<file path="src/rtl/i2c_pkg.sv">
// Shared types and bus constants for the I2C register slave.
package i2c_pkg;

    typedef enum logic [3:0] {
        IDLE,
        ADDR,
        ADDR_ACK,
        PTR,
        PTR_ACK,
        WDATA,
        WDATA_ACK,
        RDATA,
        RDATA_ACK,
        IGNORE
    } i2c_state_t;

    localparam logic       I2C_BIT_ACK = 1'b0;
    localparam logic       I2C_RW_READ = 1'b1;
    localparam logic [6:0] I2C_GENCALL = 7'h00;

endpackage

</file>
<file path="src/rtl/i2c_line_filter.sv">
// Two-flop synchroniser plus glitch filter for one I2C pad line.
// Emits one-cycle rise/fall flags aligned with the filtered level change.
module i2c_line_filter #(
    parameter int FILT_LEN = 3
) (
    input  logic clk,
    input  logic rst_n,
    input  logic line_in,
    output logic line,
    output logic rise,
    output logic fall
);

    localparam int CW = $clog2(FILT_LEN + 1);

    logic [1:0]    sync;
    logic [CW-1:0] cnt;

    always_ff @(posedge clk) begin
        if (!rst_n) begin
            sync <= 2'b11;
            cnt  <= '0;
            line <= 1'b1;
            rise <= 1'b0;
            fall <= 1'b0;
        end else begin
            sync <= {sync[0], line_in};
            rise <= 1'b0;
            fall <= 1'b0;
            // Any sample agreeing with the current level restarts the run.
            if (sync[1] == line) begin
                cnt <= '0;
            end else if (cnt == CW'(FILT_LEN - 1)) begin
                cnt  <= '0;
                line <= sync[1];
                rise <= sync[1];
                fall <= ~sync[1];
            end else begin
                cnt <= cnt + 1'b1;
            end
        end
    end

endmodule

</file>
<file path="src/rtl/i2c_slave_regs.sv">
// I2C slave mapping bus transfers onto a pointer-based register port.
// All pad activity is oversampled on clk_50M; SCL is never driven.
module i2c_slave_regs #(
    parameter logic [6:0] DEV_ADDR = 7'h50,
    parameter int         REG_AW   = 4,
    parameter int         FILT_LEN = 3,
    parameter int         TX_HOLD  = 8
) (
    input  logic              clk_50M,
    input  logic              rst_n,
    input  logic              scl_in,
    input  logic              sda_in,
    output logic              sda_oe,
    output logic [REG_AW-1:0] reg_addr,
    output logic              reg_wr,
    output logic [7:0]        reg_wdata,
    output logic              reg_rd,
    input  logic [7:0]        reg_rdata,
    output logic              busy,
    output logic              xfer_done
);

    import i2c_pkg::*;

    localparam int HW = $clog2(TX_HOLD + 1);

    logic scl, scl_rise, scl_fall;
    logic sda, sda_rise, sda_fall;

    i2c_line_filter #(.FILT_LEN(FILT_LEN)) u_scl (
        .clk(clk_50M), .rst_n(rst_n), .line_in(scl_in),
        .line(scl), .rise(scl_rise), .fall(scl_fall)
    );

    i2c_line_filter #(.FILT_LEN(FILT_LEN)) u_sda (
        .clk(clk_50M), .rst_n(rst_n), .line_in(sda_in),
        .line(sda), .rise(sda_rise), .fall(sda_fall)
    );

    i2c_state_t    state, state_nxt;
    logic [3:0]    bit_cnt;
    logic [7:0]    shreg;
    logic [7:0]    shifted;
    logic          rw;
    logic [HW-1:0] hold_cnt;
    logic          oe_pend;
    logic          rd_load;
    logic          start, stop, last_bit, data_st, ack_st, oe_val;
    logic          wr_go, rd_go, ptr_load, inc, nack, match;

    // An SDA edge coincident with the SCL rise still counts as SCL high.
    assign start    = sda_fall & (scl | scl_rise);
    assign stop     = sda_rise & (scl | scl_rise);
    assign last_bit = (bit_cnt == 4'd7);
    assign shifted  = {shreg[6:0], sda};
    assign data_st  = state inside {ADDR, PTR, WDATA, RDATA};
    assign ack_st   = state inside {ADDR_ACK, PTR_ACK, WDATA_ACK};
    assign oe_val   = ack_st | ((state == RDATA) & ~shreg[7]);

    always_ff @(posedge clk_50M) begin
        if (!rst_n) state <= IDLE;
        else        state <= state_nxt;
    end

    always_comb begin
        state_nxt = state;
        wr_go     = 1'b0;
        rd_go     = 1'b0;
        ptr_load  = 1'b0;
        inc       = 1'b0;
        nack      = 1'b0;
        match     = 1'b0;
        if (stop) begin
            state_nxt = IDLE;
        end else if (start) begin
            state_nxt = ADDR;
        end else if (scl_rise) begin
            unique case (state)
                ADDR: if (last_bit) begin
                    if (shifted[7:1] == DEV_ADDR && DEV_ADDR != I2C_GENCALL) begin
                        state_nxt = ADDR_ACK;
                        match     = 1'b1;
                    end else begin
                        state_nxt = IGNORE;
                    end
                end
                ADDR_ACK: begin
                    if (rw == I2C_RW_READ) begin
                        state_nxt = RDATA;
                        rd_go     = 1'b1;
                    end else begin
                        state_nxt = PTR;
                    end
                end
                PTR: if (last_bit) begin
                    state_nxt = PTR_ACK;
                    ptr_load  = 1'b1;
                end
                PTR_ACK:   state_nxt = WDATA;
                WDATA: if (last_bit) begin
                    state_nxt = WDATA_ACK;
                    wr_go     = 1'b1;
                end
                WDATA_ACK: state_nxt = WDATA;
                RDATA: if (last_bit) state_nxt = RDATA_ACK;
                RDATA_ACK: begin
                    if (sda == I2C_BIT_ACK) begin
                        state_nxt = RDATA;
                        rd_go     = 1'b1;
                        inc       = 1'b1;
                    end else begin
                        state_nxt = IGNORE;
                        nack      = 1'b1;
                    end
                end
                default: ;
            endcase
        end
    end

    always_ff @(posedge clk_50M) begin
        if (!rst_n) begin
            sda_oe    <= 1'b0;
            reg_addr  <= '0;
            reg_wr    <= 1'b0;
            reg_wdata <= '0;
            reg_rd    <= 1'b0;
            busy      <= 1'b0;
            xfer_done <= 1'b0;
            bit_cnt   <= '0;
            shreg     <= '0;
            rw        <= 1'b0;
            hold_cnt  <= '0;
            oe_pend   <= 1'b0;
            rd_load   <= 1'b0;
        end else begin
            reg_wr    <= wr_go;
            reg_rd    <= rd_go;
            rd_load   <= reg_rd;
            xfer_done <= 1'b0;
            if (wr_go) reg_wdata <= shifted;
            if (ptr_load)          reg_addr <= shifted[REG_AW-1:0];
            else if (inc || reg_wr) reg_addr <= reg_addr + 1'b1;
            if (match) rw <= shifted[0];
            if (start || stop) begin
                bit_cnt   <= '0;
                hold_cnt  <= '0;
                sda_oe    <= 1'b0;
                busy      <= 1'b0;
                xfer_done <= stop & busy;
            end else begin
                if (match) busy <= 1'b1;
                if (scl_rise && data_st) begin
                    shreg   <= shifted;
                    bit_cnt <= bit_cnt + 1'b1;
                end else if (scl_rise) begin
                    bit_cnt <= '0;
                end
                // SDA only changes a fixed hold time after SCL is seen low.
                if (scl_fall) begin
                    hold_cnt <= HW'(TX_HOLD);
                    oe_pend  <= oe_val;
                end else if (hold_cnt != '0) begin
                    hold_cnt <= hold_cnt - 1'b1;
                    if (hold_cnt == HW'(1)) sda_oe <= oe_pend;
                end
                if (nack) sda_oe <= 1'b0;
            end
            if (rd_load) shreg <= reg_rdata;
        end
    end

endmodule
</file>
<file path="config.mk">
export PLATFORM = sky130hd
export DESIGN_NAME = i2c_slave_regs
export DESIGN_NICKNAME = d
export VERILOG_FILES = /design/src/rtl/i2c_pkg.sv /design/src/rtl/i2c_line_filter.sv /design/src/rtl/i2c_slave_regs.sv
export SDC_FILE = /design/constraint.sdc
export NUM_CORES = 1
export LEC_CHECK = 0
export ABC_AREA = 1
export CAP_MARGIN = 20
export CORE_MARGIN = 1
export CORE_UTILIZATION = 35
export DETAILED_ROUTE_END_ITERATION = 7
export DONT_BUFFER_PORTS = 1
export SLEW_MARGIN = 20
export SYNTH_ARGS = -nofsm -noshare
export SYNTH_HDL_FRONTEND = slang
export SYNTH_SLANG_ARGS = --single-unit
</file>
<file path="constraint.sdc">
create_clock -name clk_50M -period 2.1 [get_ports clk_50M]
set_input_delay 0.42 -clock clk_50M [delete_from_list [all_inputs] [get_ports clk_50M]]
set_output_delay 0.42 -clock clk_50M [all_outputs]
set_load 0.02 [all_outputs]
</file>
==> results.md, run 1 <==
- The flow ran to the end, and the final reports show no timing, DRC or antenna violations.
- The DRC violation count after routing is 0.
- The initial antenna violation count came to 0.
- Measured against its own limit, the worst slew margin works out to around 73%.
- After clock tree synthesis, the setup repair step added 0 buffers.
- The mean area per synthesized cell is 7.73 sq um.
- Using the TritonRoute via totals, the vias-per-cell ratio works out to just under 5.
- The number of DRC markers after the initial detailed-route iteration is between 100 and 150.
- The type of the worst setup path is register to register.
- The post-detailed-placement half-perimeter wirelength is slightly below 4 mm.
- The largest net degree at the start of global routing is 23.
- The layout overhead on the synthesized area is 7.77%.
- The max-slew violation count is 0.
- Global routing used about 15% of the available tracks.
- Subtracting the final worst setup slack from the clock period gives ~1.6 ns.
- Hold repair after CTS inserted 0 buffers.
- The initial core utilization is 36.3%.
- In this run, CTS created clock tree buffers numbering 5.
- The count of endpoints failing hold in the final timing report is 0.
- The buffer type at the clock tree root is clkbuf_8.
- The global route total overflow is 0.
- The number of levels the H-tree was split into is 2.
- The data required time of the critical path is roughly 2.3 ns.
- The signal arrival time at the worst endpoint is between 1.5 and 2 ns.
- In this run the static leakage power is about 1.1 nW.
- The number of warnings reported in the yosys synthesis log is 0.
- The via count of the first global-routing pass is approximately 1900.
- The total die area is 7430 sq um.
- The synthesized design contains 54 register bits.
- Setup total negative slack on the finished layout was measured at 0 ns.
- Summing every instance area after synthesis gives roughly 2500 sq um.
- The total of buffers placed on input and output ports is 0.
- The largest fanout on the critical path is 13.
- Counting every sink on the clock net gives 54.
- Setup repair after global routing left no endpoint under its margin.
- The routed design has approximately 5.2 mm of wire.
- In this run the remaining antenna-violating nets after routing total 0.
- The setup violation total in the final timing report is 0.
- The net count of the finished layout is 340.
- The areal power density over the cells is a little over 700 nW/um^2.
- The number of buffers on the longest clock path is 2.
- The upper clock frequency limit is roughly 640 MHz.
- Counting every instance in the synthesized netlist gives ~320.
- After clock tree synthesis, the clock-pin slew on the worst setup and hold paths is about 0.10 ns.
- The share of synthesized area occupied by flip-flops and latches is between 40% and 50%.
- The number of gates given a new drive strength after cts is 0.
- The final period utilization is between 70% and 80%.
- The global-route wire length before repair is between 8 and 9 mm.
- The die height is between 80 and 90 um.
- The number of iterations in the first detailed-routing pass is 4.
- The nature of the critical path startpoint is a register.
- The area inside the core boundary is about 6800 sq um.
- TritonCTS built the clock tree.
- The count of cell types in the netlist is 38.
- Clock skew on the completed layout was measured at just over 0.009 ns.
- The average wire length per cell after detail routing is between 10 and 15 um.
- For this block, the via count after detailed routing is 2059.
- The overall die width is 86.2 um.
- The congestion estimate from routability-driven global placement came to ~0.84.
- VDD sags by at most a little over 500 uV.
- STA classifies the critical path endpoint as a register.
- In this run the cell area measured after placement is roughly 2600 sq um.
- The final cell area excluding filler cells is ~2700 sq um.
- Max-cap violations in this run came to 0.
- The path type of the worst min-delay path is input port to register.
- The share of layout cells above drive strength 1 is between 10% and 20%.
- The clock latency on the worst-skew pair is about 0.30 ns.
- After floorplanning, the core was divided into 30 placement rows.
- The diode insertion count for antenna repair is 0.
- For this design the top-level I/O count stands at 29.
- The slew at the pin with the worst max-slew slack is slightly above 0.4 ns.
- The net count after synthesis is roughly 340.
cell usage after synthesis:
library cell | count | area [sq um]
a211oi_1 | 5 | 37.5
a211oi_2 | 2 | 25.0
a21oi_1 | 17 | 85.1
a21oi_2 | 1 | 8.76
a31oi_1 | 9 | 56.3
and3_1 | 3 | 18.8
buf_4 | 2 | 15.0
buf_6 | 2 | 22.5
clkbuf_1 | 4 | 15.0
dfxtp_1 | 54 | 1080
ha_1 | 6 | 75.1
inv_1 | 28 | 105
inv_2 | 8 | 30.0
nand2_1 | 51 | 191
nand2_2 | 3 | 18.8
nand3_1 | 14 | 70.1
nand3_2 | 2 | 20.0
nand3b_1 | 1 | 7.51
nand4_1 | 6 | 37.5
nand4_4 | 1 | 21.3
nor2_1 | 46 | 173
nor2_2 | 3 | 18.8
nor2_4 | 4 | 45.0
nor3_1 | 4 | 20.0
nor3b_1 | 1 | 7.51
nor4_1 | 2 | 12.5
o211ai_1 | 2 | 15.0
o21ai_0 | 11 | 55.1
o21ai_1 | 13 | 65.1
o21ai_2 | 1 | 8.76
o21ai_4 | 1 | 16.3
o21bai_1 | 1 | 7.51
o22ai_1 | 1 | 6.26
or2_1 | 1 | 6.26
or2_2 | 5 | 31.3
or3_1 | 1 | 6.26
xnor2_1 | 1 | 8.76
xor2_1 | 4 | 35.0
worst paths after layout:
| check | from | cells past startpoint | endpoint | slack, ns |
|---|---|---|---|---|
| min reg2reg | u_sda.cnt[0]$_SDFF_PP0_ | 1 | u_sda.cnt[0]$_SDFF_PP0_ | 0.41 |
| max reg2reg | bit_cnt[0]$_SDFFE_PP0P_ | 7 | reg_wdata[1]$_SDFFE_PN0P_ | 0.54 |
| max | bit_cnt[0]$_SDFFE_PP0P_ | 7 | reg_wdata[1]$_SDFFE_PN0P_ | 0.54 |
| min | rst_n | 2 | reg_addr[3]$_SDFFE_PN0P_ | 0.21 |
sequential cells by signal, summed over array words and instances, names as in the netlist, 2 cells and up:
signal	cells
bit_cnt	4
hold_cnt	4
reg_addr	4
reg_wdata	8
shreg	8
state	4
u_scl.cnt	2
u_scl.sync	2
u_sda.cnt	2
u_sda.sync	2
cell families after synthesis:
group / share of synthesized area (%)
simple gates: 28.5
flops: 43.6
xor+xnor: 1.77
fa+ha+maj: 3.03
compound gates: 15.6
buf+inv: 7.57
layer usage:
metal | track usage [%] | wire, um
met1 | 20.0 | 2500
met2 | 24.0 | 2430
met3 | 3.71 | 264
met4 | 3.79 | 53
met5 | 0 | 0
layout make-up:
type | count | area [sq um]
clock buffer | 8 | 110
fill | 751 | 4160
inverter | 36 | 135
multi-input combinational | 223 | 1210
sequential | 54 | 1080
tap | 96 | 120
timing repair buffer | 2 | 15.0
through the flow:
| step | setup WS (ns) | cells | power, W | hold slack, ns | utilization (%) |
|---|---|---|---|---|---|
| 2_1_floorplan | 0.730 | 321 | 0.00124 | 0.391 | - |
| 4_1_cts | 0.520 | 419 | 0.00194 | 0.199 | 39.1 |
| 5_1_grt | 0.282 | 419 | 0.00201 | 0.197 | 39.1 |
| 6_report | 0.538 | 419 | 0.00191 | 0.207 | 39.1 |
| 3_3_place_gp | 0.608 | 411 | 0.00126 | 0.394 | 37.5 |
| 3_5_place_dp | 0.509 | 411 | 0.00127 | 0.401 | 37.5 |
critical path: stages (launching register included):
cell	delay (ns)
dfxtp_1	0.39
ha_1	0.18
nand2_1	0.09
nor2_4	0.17
nand3_2	0.12
nor2_4	0.30
nor2_1	0.07
a211oi_1	0.16
cells in the final DEF (no fill, tap or decap), drive strengths merged, types with 6 or more instances in the layout:
| master | netlist | layout |
|---|---|---|
| ha | 6 | 6 |
| nand2 | 54 | 54 |
| o21ai | 26 | 26 |
| a21oi | 18 | 18 |
| clkbuf | 4 | 8 |
| inv | 36 | 36 |
| dfxtp | 54 | 54 |
| nor2 | 53 | 53 |
| a211oi | 7 | 7 |
| nand3 | 16 | 16 |
| or2 | 6 | 6 |
| a31oi | 9 | 9 |
| nand4 | 7 | 7 |
where the power goes:
| group | leakage (nW) | switching [W] | internal (W) |
|---|---|---|---|
| sequential | 0.437 | 0.0000236 | 0.00105 |
| clock | 0.0575 | 0.000330 | 0.000334 |
| combinational | 0.559 | 0.0000983 | 0.0000675 |
Power figures use the tool's default switching activity.
==> run 2: changes to the inputs <==
==> constraint.sdc (replaced) <==
create_clock -name clk_50M -period 1.3 [get_ports clk_50M]
set_input_delay 0.26 -clock clk_50M [delete_from_list [all_inputs] [get_ports clk_50M]]
set_output_delay 0.26 -clock clk_50M [all_outputs]
set_load 0.02 [all_outputs]
==> run 2 against run 1 <==
Effect of this change:
- the run now ends with setup timing left
- combinational power rose to 2.7 times the previous value
- power up 77%
- hold slack worse by 0.16 ns
==> results.md, run 2 (synthesized netlist as in run 1, its figures left out) <==
- The via count of the first global-routing pass is 2139.
- The share of layout cells above drive strength 1 is between 30 and 40%.
- The post-detailed-placement half-perimeter wirelength is approximately 4.3 mm.
- Net switching is roughly a quarter of the power.
- Setup repair after global routing could not meet its margin everywhere.
- The number of antenna diodes in the final layout is 0.
- The total overflow left after global routing is 0.
- The average wire length per cell after detail routing is roughly 12 um.
- Sequential cells account for approximately 52% of the total power.
- Summed over all nets, the switching power comes to between 0.0008 and 0.0009 W.
- The type of the worst setup path is register to register.
- The total I/O pin count is 29.
- The layout filler cell count is 688.
- In this run the vertical extent of the chip is approximately 86 um.
- The areal power density over the cells is around 1000 nW/um^2.
- After clock tree synthesis, the clock-pin slew on the worst setup and hold paths is ~0.1 ns.
- Measured against its own limit, the worst slew margin works out to about four fifths.
- The first detailed-routing pass ran for 4 iterations.
- The number of standard cells in the final layout excluding fillers is 467.
- In this run the clock root is driven by a clkbuf_8.
- The count of endpoints failing hold in the final timing report is 0.
- The worst path uses 114% of the clock period.
- For the final database, setup skew stands at 0.00488 ns.
- For this block, the initial DRC count from the detailed router was approximately 130.
- The H-tree was split into 2 levels.
- Data on the critical path arrives at its endpoint at approximately 1.7 ns.
- The data required time of the critical path is 1.53 ns.
- The count of clock tree sinks is 54.
- The number of buffers on the longest clock path is 2.
- The layout overhead on the synthesized area is 29.9%.
- Across every metal layer, demand over resource in global routing totals 16.5%.
- The library cell used most frequently in the layout, excluding fill and tap cells, is nand2_1.
- The initial core utilization is 36.3%.
- In the final layout, the registers with the most flip-flops are reg_wdata (8), shreg (8).
- The cts-stage hold buffer count is 0.
- The clock latency on the worst-skew pair is just over 0.3 ns.
- The largest fanout on the critical path is 13.
- The count of buffers added on input and output ports is 0.
- The largest net degree at the start of global routing is 19.
- The overall die width is ~86 um.
- The number of placed instances with taps included is between 400 and 500.
- The first global-routing pass estimated 9.72 mm of wire.
- Counting I/O delays and the setup requirement, the final critical path takes approximately 1.5 ns.
- The nature of the critical path startpoint is a register.
- The final reports fail on setup timing.
- The TritonCTS buffer count is 5.
- The instance area at placement is 2930 sq um.
- The die covers roughly 7400 sq um.
- TritonCTS built the clock tree.
- The total detailed-routing wirelength is around 6 mm.
- The run finished, with violations left.
- The number of max-capacitance violations reported is 0.
- The tightest min-delay check is of the input port to register type.
- At the pin with the least slew margin, the transition time is between 0.3 and 0.4 ns.
- The most critical setup path has its startpoint at bit_cnt[0]$_SDFFE_PP0P_.
- The setup violation total in the final timing report is 19.
- The multi-input combinational cells in the finished layout cover a total of 1340 sq um.
- The worst ir drop on vdd is between 500 and 600 uV.
- The DRC violation count after routing is 0.
- The internal power of the cells totals 0.00252 W.
- The initial antenna violation count came to 0.
- Across the whole layout, storage elements account for around 1100 sq um.
- The worst slack at placement is -0.0956 ns.
- The length in cells of the worst reg-to-reg path is 9.
- The clock network burns between 30% and 40% of the power.
- The endpoint of the worst-slack reg-to-reg timing path is reg_wdata[7]$_SDFFE_PN0P_.
- The worst register-to-register path begins at bit_cnt[0]$_SDFFE_PP0P_.
- The final weighted congestion of routability-driven global placement is between 0.9 and 1.
- The vias per cell is around 4.8.
- In the layout the commonest cells are nand2_1, buf_4, dfxtp_1, nor2_1, inv_1.
- The critical path ends at reg_wdata[7]$_SDFFE_PN0P_.
- Of the total power, combinational logic draws between 10% and 20%.
- The setup check on the worst reg-to-reg path leaves a slack of -0.18 ns.
- The upper clock frequency limit is 674 MHz.
- The total number of vias is between 2000 and 2500.
- The worst setup path is captured at a register.
- The floorplan step defined a core boundary enclosing 6830 sq um.
- The floorplan has 30 rows.
- The final worst-path setup slack is -0.184 ns.
- The net count of the finished layout is slightly below 400.
- Summed over all cells, the static leakage comes to 1.34 nW.
- The number of antenna-violating nets in the routed design is 0.
- After routing the design area is about 3200 sq um.
- The max-slew violation count is 0.
[run 2: final cells by class]
type                       instances  area share, %
multi-input combinational        224           41.6
clock inverter                     3           1.52
clock buffer                       5           2.14
tap                               96           3.73
sequential                        54           34.2
inverter                          36           4.20
timing repair buffer              49           12.5
[run 2: metrics by stage]
step	power (W)	hold slack, ns	util, %	setup TNS [ns]
global route	0.00351	0.0392	47.1	-3.96
global placement	0.00211	0.356	42.9	-0.748
detailed placement	0.00213	0.368	42.9	-1.02
finish	0.00337	0.0447	47.1	-1.89
floorplan	0.00200	0.367	-	-0.250
CTS	0.00333	0.0379	45.5	-0.830
[run 2: how the worst min path moves through the flow]
stage | start | end | slack [ns] | cells after the start
finish | rst_n | reg_addr[2]$_SDFFE_PN0P_ | 0.04 | 2
global route | sda_in | u_sda.sync[0]$_SDFF_PN1_ | 0.04 | 1
CTS | rst_n | rd_load$_SDFF_PN0_ | 0.04 | 2
detailed placement | rst_n | reg_addr[2]$_SDFFE_PN0P_ | 0.37 | 2
global placement | rst_n | rd_load$_SDFF_PN0_ | 0.36 | 2
floorplan | scl_in | u_scl.sync[0]$_SDFF_PN1_ | 0.37 | 1
[run 2: power groups by stage]
stage	Combinational (W)	Clock [W]	Sequential, W
2_1_floorplan	0.000228	0	0.00177
3_3_place_gp	0.000339	0	0.00177
3_5_place_dp	0.000349	0	0.00178
4_1_cts	0.000370	0.00121	0.00175
5_1_grt	0.000492	0.00126	0.00175
6_report	0.000448	0.00118	0.00174
[run 2: critical path, cell delays in order (launching register included)]
cell and delay, ns:
dfxtp_2 0.36, ha_4 0.15, nand2_4 0.05, nor2_4 0.14
buf_4 0.14, nand3_4 0.09, nor2_4 0.13, buf_12 0.14
nor2_1 0.04, a211oi_1 0.17
[run 2: repair_timing]
item / CTS / global route
resized for setup: 18 / 26
setup endpoints to repair: 28 / 29
pin swaps: 5 / 12
setup buffers: 1 / 4
cloned: 0 / 1
[run 2: routing by layer]
layer,part of all wire (%),track usage [%]
met3,3.1,2.86
met2,48,27.6
met5,0,0
met4,1.9,7.88
met1,47,20.7
